File: config.mk
export PLATFORM = sky130hd
export DESIGN_NAME = counter_sched_flat
export DESIGN_NICKNAME = d
export VERILOG_FILES = /design/src/rtl/counter_sched_if.sv /design/src/rtl/counter_sched.sv /design/src/flat_wrapper.sv
export SDC_FILE = /design/constraint.sdc
export NUM_CORES = 1
export LEC_CHECK = 0
export CELL_PAD_IN_SITES_DETAIL_PLACEMENT = 2
export CELL_PAD_IN_SITES_GLOBAL_PLACEMENT = 2
export CORE_MARGIN = 3
export CORE_UTILIZATION = 23
export DETAILED_ROUTE_END_ITERATION = 8
export PLACE_DENSITY_LB_ADDON = 0.1
export SETUP_SLACK_MARGIN = 0.1
export SLEW_MARGIN = 20
export SYNTH_ARGS = -nofsm -noshare
export SYNTH_HDL_FRONTEND = slang
export SYNTH_SLANG_ARGS = --single-unit
File: constraint.sdc
create_clock -name clk -period 1.61 [get_ports clk]
set_input_delay 0.322 -clock clk [delete_from_list [all_inputs] [get_ports clk]]
set_output_delay 0.322 -clock clk [all_outputs]
set_load 0.05 [all_outputs]
File: src/rtl/counter_sched_if.sv
// Handshake bundle between counter_sched and its requesters / shared counter.
interface counter_sched_if #(
  parameter int unsigned W = 4
);
  logic [1:0]   req;
  logic [W-1:0] len0;
  logic [W-1:0] len1;
  logic [W-1:0] cnt_val;
  logic         cnt_rst;
  logic         cnt_en;
  logic [1:0]   gnt;
  logic [1:0]   done;
  logic         busy;

  modport master (
    output req, len0, len1, cnt_val,
    input  cnt_rst, cnt_en, gnt, done, busy
  );

  modport slave (
    input  req, len0, len1, cnt_val,
    output cnt_rst, cnt_en, gnt, done, busy
  );
endinterface

File: src/rtl/counter_sched.sv
// Two-requester scheduler time-sharing one external counter (IDLE/CLR/RUN/DONE).
// Define CNT_SCHED_FIXED_PRIO_EN for fixed priority (requester 0 wins ties).
module counter_sched #(
  parameter int unsigned W = 4
) (
  input  logic           clk,
  input  logic           rst,
  counter_sched_if.slave bus
);

  typedef enum logic [1:0] {
    IDLE = 2'd0,
    CLR  = 2'd1,
    RUN  = 2'd2,
    DONE = 2'd3
  } state_t;

  state_t       state_q, state_d;
  logic [W-1:0] len_q, len_d;
  logic         g_q, g_d;
  logic         last_q, last_d;
  logic         win;
  logic [1:0]   g_onehot;

`ifdef CNT_SCHED_FIXED_PRIO_EN
  logic unused_last;
  assign unused_last = last_q;

  always_comb begin
    win = ~bus.req[0];
  end
`else
  // Only a tie consults the pointer; a lone request always wins.
  always_comb begin
    if (bus.req == 2'b11) win = ~last_q;
    else                  win = bus.req[1];
  end
`endif

  always_comb begin
    state_d = state_q;
    len_d   = len_q;
    g_d     = g_q;
    last_d  = last_q;
    unique case (state_q)
      IDLE: begin
        if (bus.req != 2'b00) begin
          g_d     = win;
          len_d   = win ? bus.len1 : bus.len0;
          state_d = CLR;
        end
      end
      CLR: begin
        if (!bus.req[g_q]) begin
          state_d = IDLE;
          last_d  = g_q;
        end else begin
          state_d = RUN;
        end
      end
      RUN: begin
        // Abort takes precedence over completion: no done pulse once req drops.
        if (!bus.req[g_q]) begin
          state_d = IDLE;
          last_d  = g_q;
        end else if (bus.cnt_val == len_q) begin
          state_d = DONE;
        end
      end
      DONE: begin
        state_d = IDLE;
        last_d  = g_q;
      end
      default: state_d = IDLE;
    endcase
  end

  always_ff @(posedge clk or posedge rst) begin
    if (rst) begin
      state_q <= IDLE;
      len_q   <= '0;
      g_q     <= 1'b0;
      last_q  <= 1'b1;
    end else begin
      state_q <= state_d;
      len_q   <= len_d;
      g_q     <= g_d;
      last_q  <= last_d;
    end
  end

  // Counter is held cleared in IDLE as well, which covers the reset case.
  assign g_onehot    = g_q ? 2'b10 : 2'b01;
  assign bus.busy    = (state_q != IDLE);
  assign bus.gnt     = (state_q != IDLE) ? g_onehot : 2'b00;
  assign bus.done    = (state_q == DONE) ? g_onehot : 2'b00;
  assign bus.cnt_rst = (state_q == IDLE) || (state_q == CLR);
  assign bus.cnt_en  = (state_q == RUN) && (bus.cnt_val != len_q);

endmodule
File: src/flat_wrapper.sv
// flat-port wrapper written by rule: the top's interface ports become plain ports
module counter_sched_flat 
#(
  parameter int unsigned W = 4
)
  (clk, rst, bus_req, bus_len0, bus_len1, bus_cnt_val, bus_cnt_rst, bus_cnt_en, bus_gnt, bus_done, bus_busy);
  counter_sched_if #(.W(W)) bus_i ();
  input  logic clk;
  input  logic rst;
  input wire logic [$bits(bus_i.req)-1:0] bus_req;
  input wire logic [$bits(bus_i.len0)-1:0] bus_len0;
  input wire logic [$bits(bus_i.len1)-1:0] bus_len1;
  input wire logic [$bits(bus_i.cnt_val)-1:0] bus_cnt_val;
  output wire logic [$bits(bus_i.cnt_rst)-1:0] bus_cnt_rst;
  output wire logic [$bits(bus_i.cnt_en)-1:0] bus_cnt_en;
  output wire logic [$bits(bus_i.gnt)-1:0] bus_gnt;
  output wire logic [$bits(bus_i.done)-1:0] bus_done;
  output wire logic [$bits(bus_i.busy)-1:0] bus_busy;
  assign bus_i.req = bus_req;
  assign bus_i.len0 = bus_len0;
  assign bus_i.len1 = bus_len1;
  assign bus_i.cnt_val = bus_cnt_val;
  assign bus_cnt_rst = bus_i.cnt_rst;
  assign bus_cnt_en = bus_i.cnt_en;
  assign bus_gnt = bus_i.gnt;
  assign bus_done = bus_i.done;
  assign bus_busy = bus_i.busy;
  counter_sched #(.W(W)) u_core (.clk(clk), .rst(rst), .bus(bus_i));
endmodule
==> key figures <==
Routing
  – Final WL: 1.68 mm
  – Drt drc: 0
  – Via count: 560
  – DR top layer: met4
  – Vias/cell: 4.52
  – Wire length on met2: 803 um
  – DR WL/cell: 13.5 um
  – Post-DRT Antenna Nets: 0
  – Initial DRC count: 3
  – Met1 WL: 749 um
  – Router iterations before antenna repair: 3
  – WL met3: 107 um

Outcome
  – Status: finished with violations
  – Failing checks: setup timing

Global route
  – GRT Residual Overflow: 0
  – First-pass GRT wire length: 2.70 mm
  – Number of global-route vias before repair: 593
  – Pin count of the biggest net entering global routing: 10
  – Total GRT Usage: 0.133
  – Initial antenna violation count: 0

Die
  – Row count: 17
  – Initial Util: 0.245
  – Die ar.: 3000 um^2
  – Total I/O pin count: 23
  – Die span in y: 54.8 um
  – Die Span X: 54.8 um
  – Core region area: 2230 um^2

Clocking
  – Clock slew at reported path FFs: 0.06 ns
  – Root Buffer: clkbuf_4
  – CTS Hold Bufs: 0
  – Clk_lat worst skew: 0.27 ns
  – Clock Path Buffers: 2
  – Clock sinks: 8
  – Cts bufs inserted: 3
  – CTS tree: built
  – H-Tree Depth: 1

Logic synthesis
  – Adder-Cell Fraction of Synth Area: 0.114
  – Post-Synth XOR/XNOR Area: 0.0639
  – Register area share after synthesis: 0.368
  – Simple-gate share of the synthesized area: 0.146
  – Syn_nets: 77
  – Syn Area/Cell: 9.79 um^2
  – Yosys reg bits: 8
  – Synth warn: 0
  – Distinct cell type count after synthesis: 23
  – Cell count after synthesis: 56
  – Mux cell area share after synthesis: 0.119
  – Largest family of logic cells by synthesized area: compound AO/OA/AOI/OAI gates
  – Syn Std Cell Area: 548 um^2
  – Synth Area in Compound Gates: 0.155

Pwr
  – Power per cell area: 1870 nW/um^2
  – Lkg Pwr: 0.485 nW
  – Worst vdd ir: 0.00143 V

Critical path
  – Delay-heaviest family, CP: flip-flops
  – Crit end category: primary output
  – Cell with the largest stage delay on the worst path: dfrtp_1
  – CP bufs+invs: 2
  – Crit path max fanout: 3
  – WS Path Type: flip-flop to primary output
  – CP Data Arrival Time: 1.36 ns
  – Worst setup SP type: flip-flop
  – Crit path required time: 1.29 ns
  – Worst-path cell chain: buf_6 -> ha_4 -> or2_4 -> buf_8
  – Worst path max stage delay: 0.41 ns

Placed design
  – IO buf count: 22
  – Gp weighted congestion: 0.793
  – Detailed-placement wirelength estimate: 1.31 mm
  – Dpl cell area: 937 um^2

Cells and area
  – Finished layout cell area: 1100 um^2
  – Post-layout util: 0.493
  – Inserted Diodes: 0
  – Layout cells sized above 1: 0.479
  – Area Growth Syn to Fin: 101%
  – Net count, final: 118

STA
  – Post-route worst setup slack: -0.0744 ns
  – Fmax: 594 MHz
  – Setup TNS: -0.182 ns
  – Clock skew: 0.00562 ns
  – Max-slew violation count: 0
  – Final Cycle Share: 1.05
  – Slew of the pin with the lowest slew margin: 0.411 ns
  – Hold Slack: 0.314 ns
  – Final Hold Fails: 0
  – Final critical-path required period: 1.68 ns
  – Final setup fails: 6
  – RSZ-0062 raised after global routing: true
  – Max-slew headroom: 0.726

Flow run
  – Max Cap Violations: 0

Min path
  – Worst hold path class: primary input to asynchronous set/reset pin
synthesized netlist by cell type (all sizes together):
cell type	instances	area share
nor3	2	0.018
xnor2	4	0.064
nor2	2	0.014
and2b	1	0.014
inv	5	0.034
dfrtp	7	0.32
nand2	4	0.027
mux2i	5	0.091
and2	2	0.023
mux2	1	0.027
dfstp	1	0.048
a21oi	3	0.034
o21ai	7	0.064
nor2b	2	0.027
nand4	1	0.011
a22o	1	0.016
o32a	1	0.021
ha	5	0.11
or2	1	0.011
a21boi	1	0.021
layer usage:
metal / GRT usage / up-vias
li1: - / 272
met1: 0.159 / 272
met2: 0.211 / 13
met3: 0.0627 / 3
met4: 0.0373 / 0
met5: 0 / -
registers in the layout, indices dropped and copies added (netlist names):
register and flops:
u_core.g_q 1, u_core.state_q 2, u_core.len_q 4, u_core.last_q 1
final cells by class:
class / count / area, um^2
Multi-Input combinational cell: 43 / 420
Inverter: 5 / 22.5
Clock buffer: 4 / 26.3
Fill cell: 227 / 1130
Tap cell: 28 / 35.0
Sequential cell: 8 / 201
Timing Repair Buffer: 36 / 395
cell usage in the layout, fill, tap and decap left out, types with 2 or more instances in the layout:
master	synthesis	routed
xnor2_1	4	2
o21ai_0	6	6
buf_8	0	2
nand2_1	4	4
xnor2_2	0	2
mux2i_1	5	5
buf_4	0	10
and2_4	0	2
clkbuf_4	0	3
dfrtp_1	7	7
inv_1	5	2
a21oi_1	2	2
ha_4	0	3
buf_6	0	4
buf_12	0	5
clkdlybuf4s50_1	0	11
dlygate4sd2_1	0	4
inv_2	0	2
kinds of logic (layout without fill, tap and decap cells):
family / Yosys count / in the layout
xor+xnor: 4 / 4
simple gates: 15 / 15
fa+ha+maj: 5 / 5
buf+inv: 5 / 45
flops: 8 / 8
compound gates: 13 / 13
mux: 6 / 6
metrics by stage:
step                instances  setup slack (ns)  total power, mW
floorplan                  56           -0.0482             1.06
global placement          115            -0.160             1.58
detailed placement        115            -0.185             1.60
CTS                       123           -0.0613             2.04
global route              124            -0.132             2.21
finish                    124           -0.0744             2.05
timing repair:
| item | in CTS | in global routing |
|---|---|---|
| pin swaps | 8 | 2 |
| gates resized for setup | 26 | 2 |
| setup buffers | 4 | 1 |
| endpoints found under the setup margin | 10 | 9 |
worst reg2reg max path: cells and delay by family (launching register included):
family	cells	cell delay [ns]
flip-flops	1	0.41
buffers and inverters	3	0.35
multiplexers	1	0.29
adder cells (fa/ha/maj)	1	0.18
AND/OR/NAND/NOR	1	0.13
AO/OA/AOI/OAI	1	0.07
final timing paths:
check / startpoint / end / slack, ns / cells past startpoint
max: u_core.state_q[0] / bus_cnt_rst / -0.07 / 4
min: rst / u_core.g_q / 0.31 / 2
max reg2reg: u_core.state_q[0] / u_core.state_q[1] / 0.06 / 7
min reg2reg: u_core.len_q[2] / u_core.len_q[2] / 0.50 / 2
max in group asynchronous: rst / u_core.last_q / 0.99 / 2
min in group clk: u_core.len_q[2] / u_core.len_q[2] / 0.50 / 2
power breakdown:
group	total (mW)	switching [mW]	internal (mW)
Combinational	1.49	0.713	0.775
Clock	0.176	0.0800	0.0956
Sequential	0.391	0.0832	0.308
No activity file was read; power rests on OpenSTA's default activity.
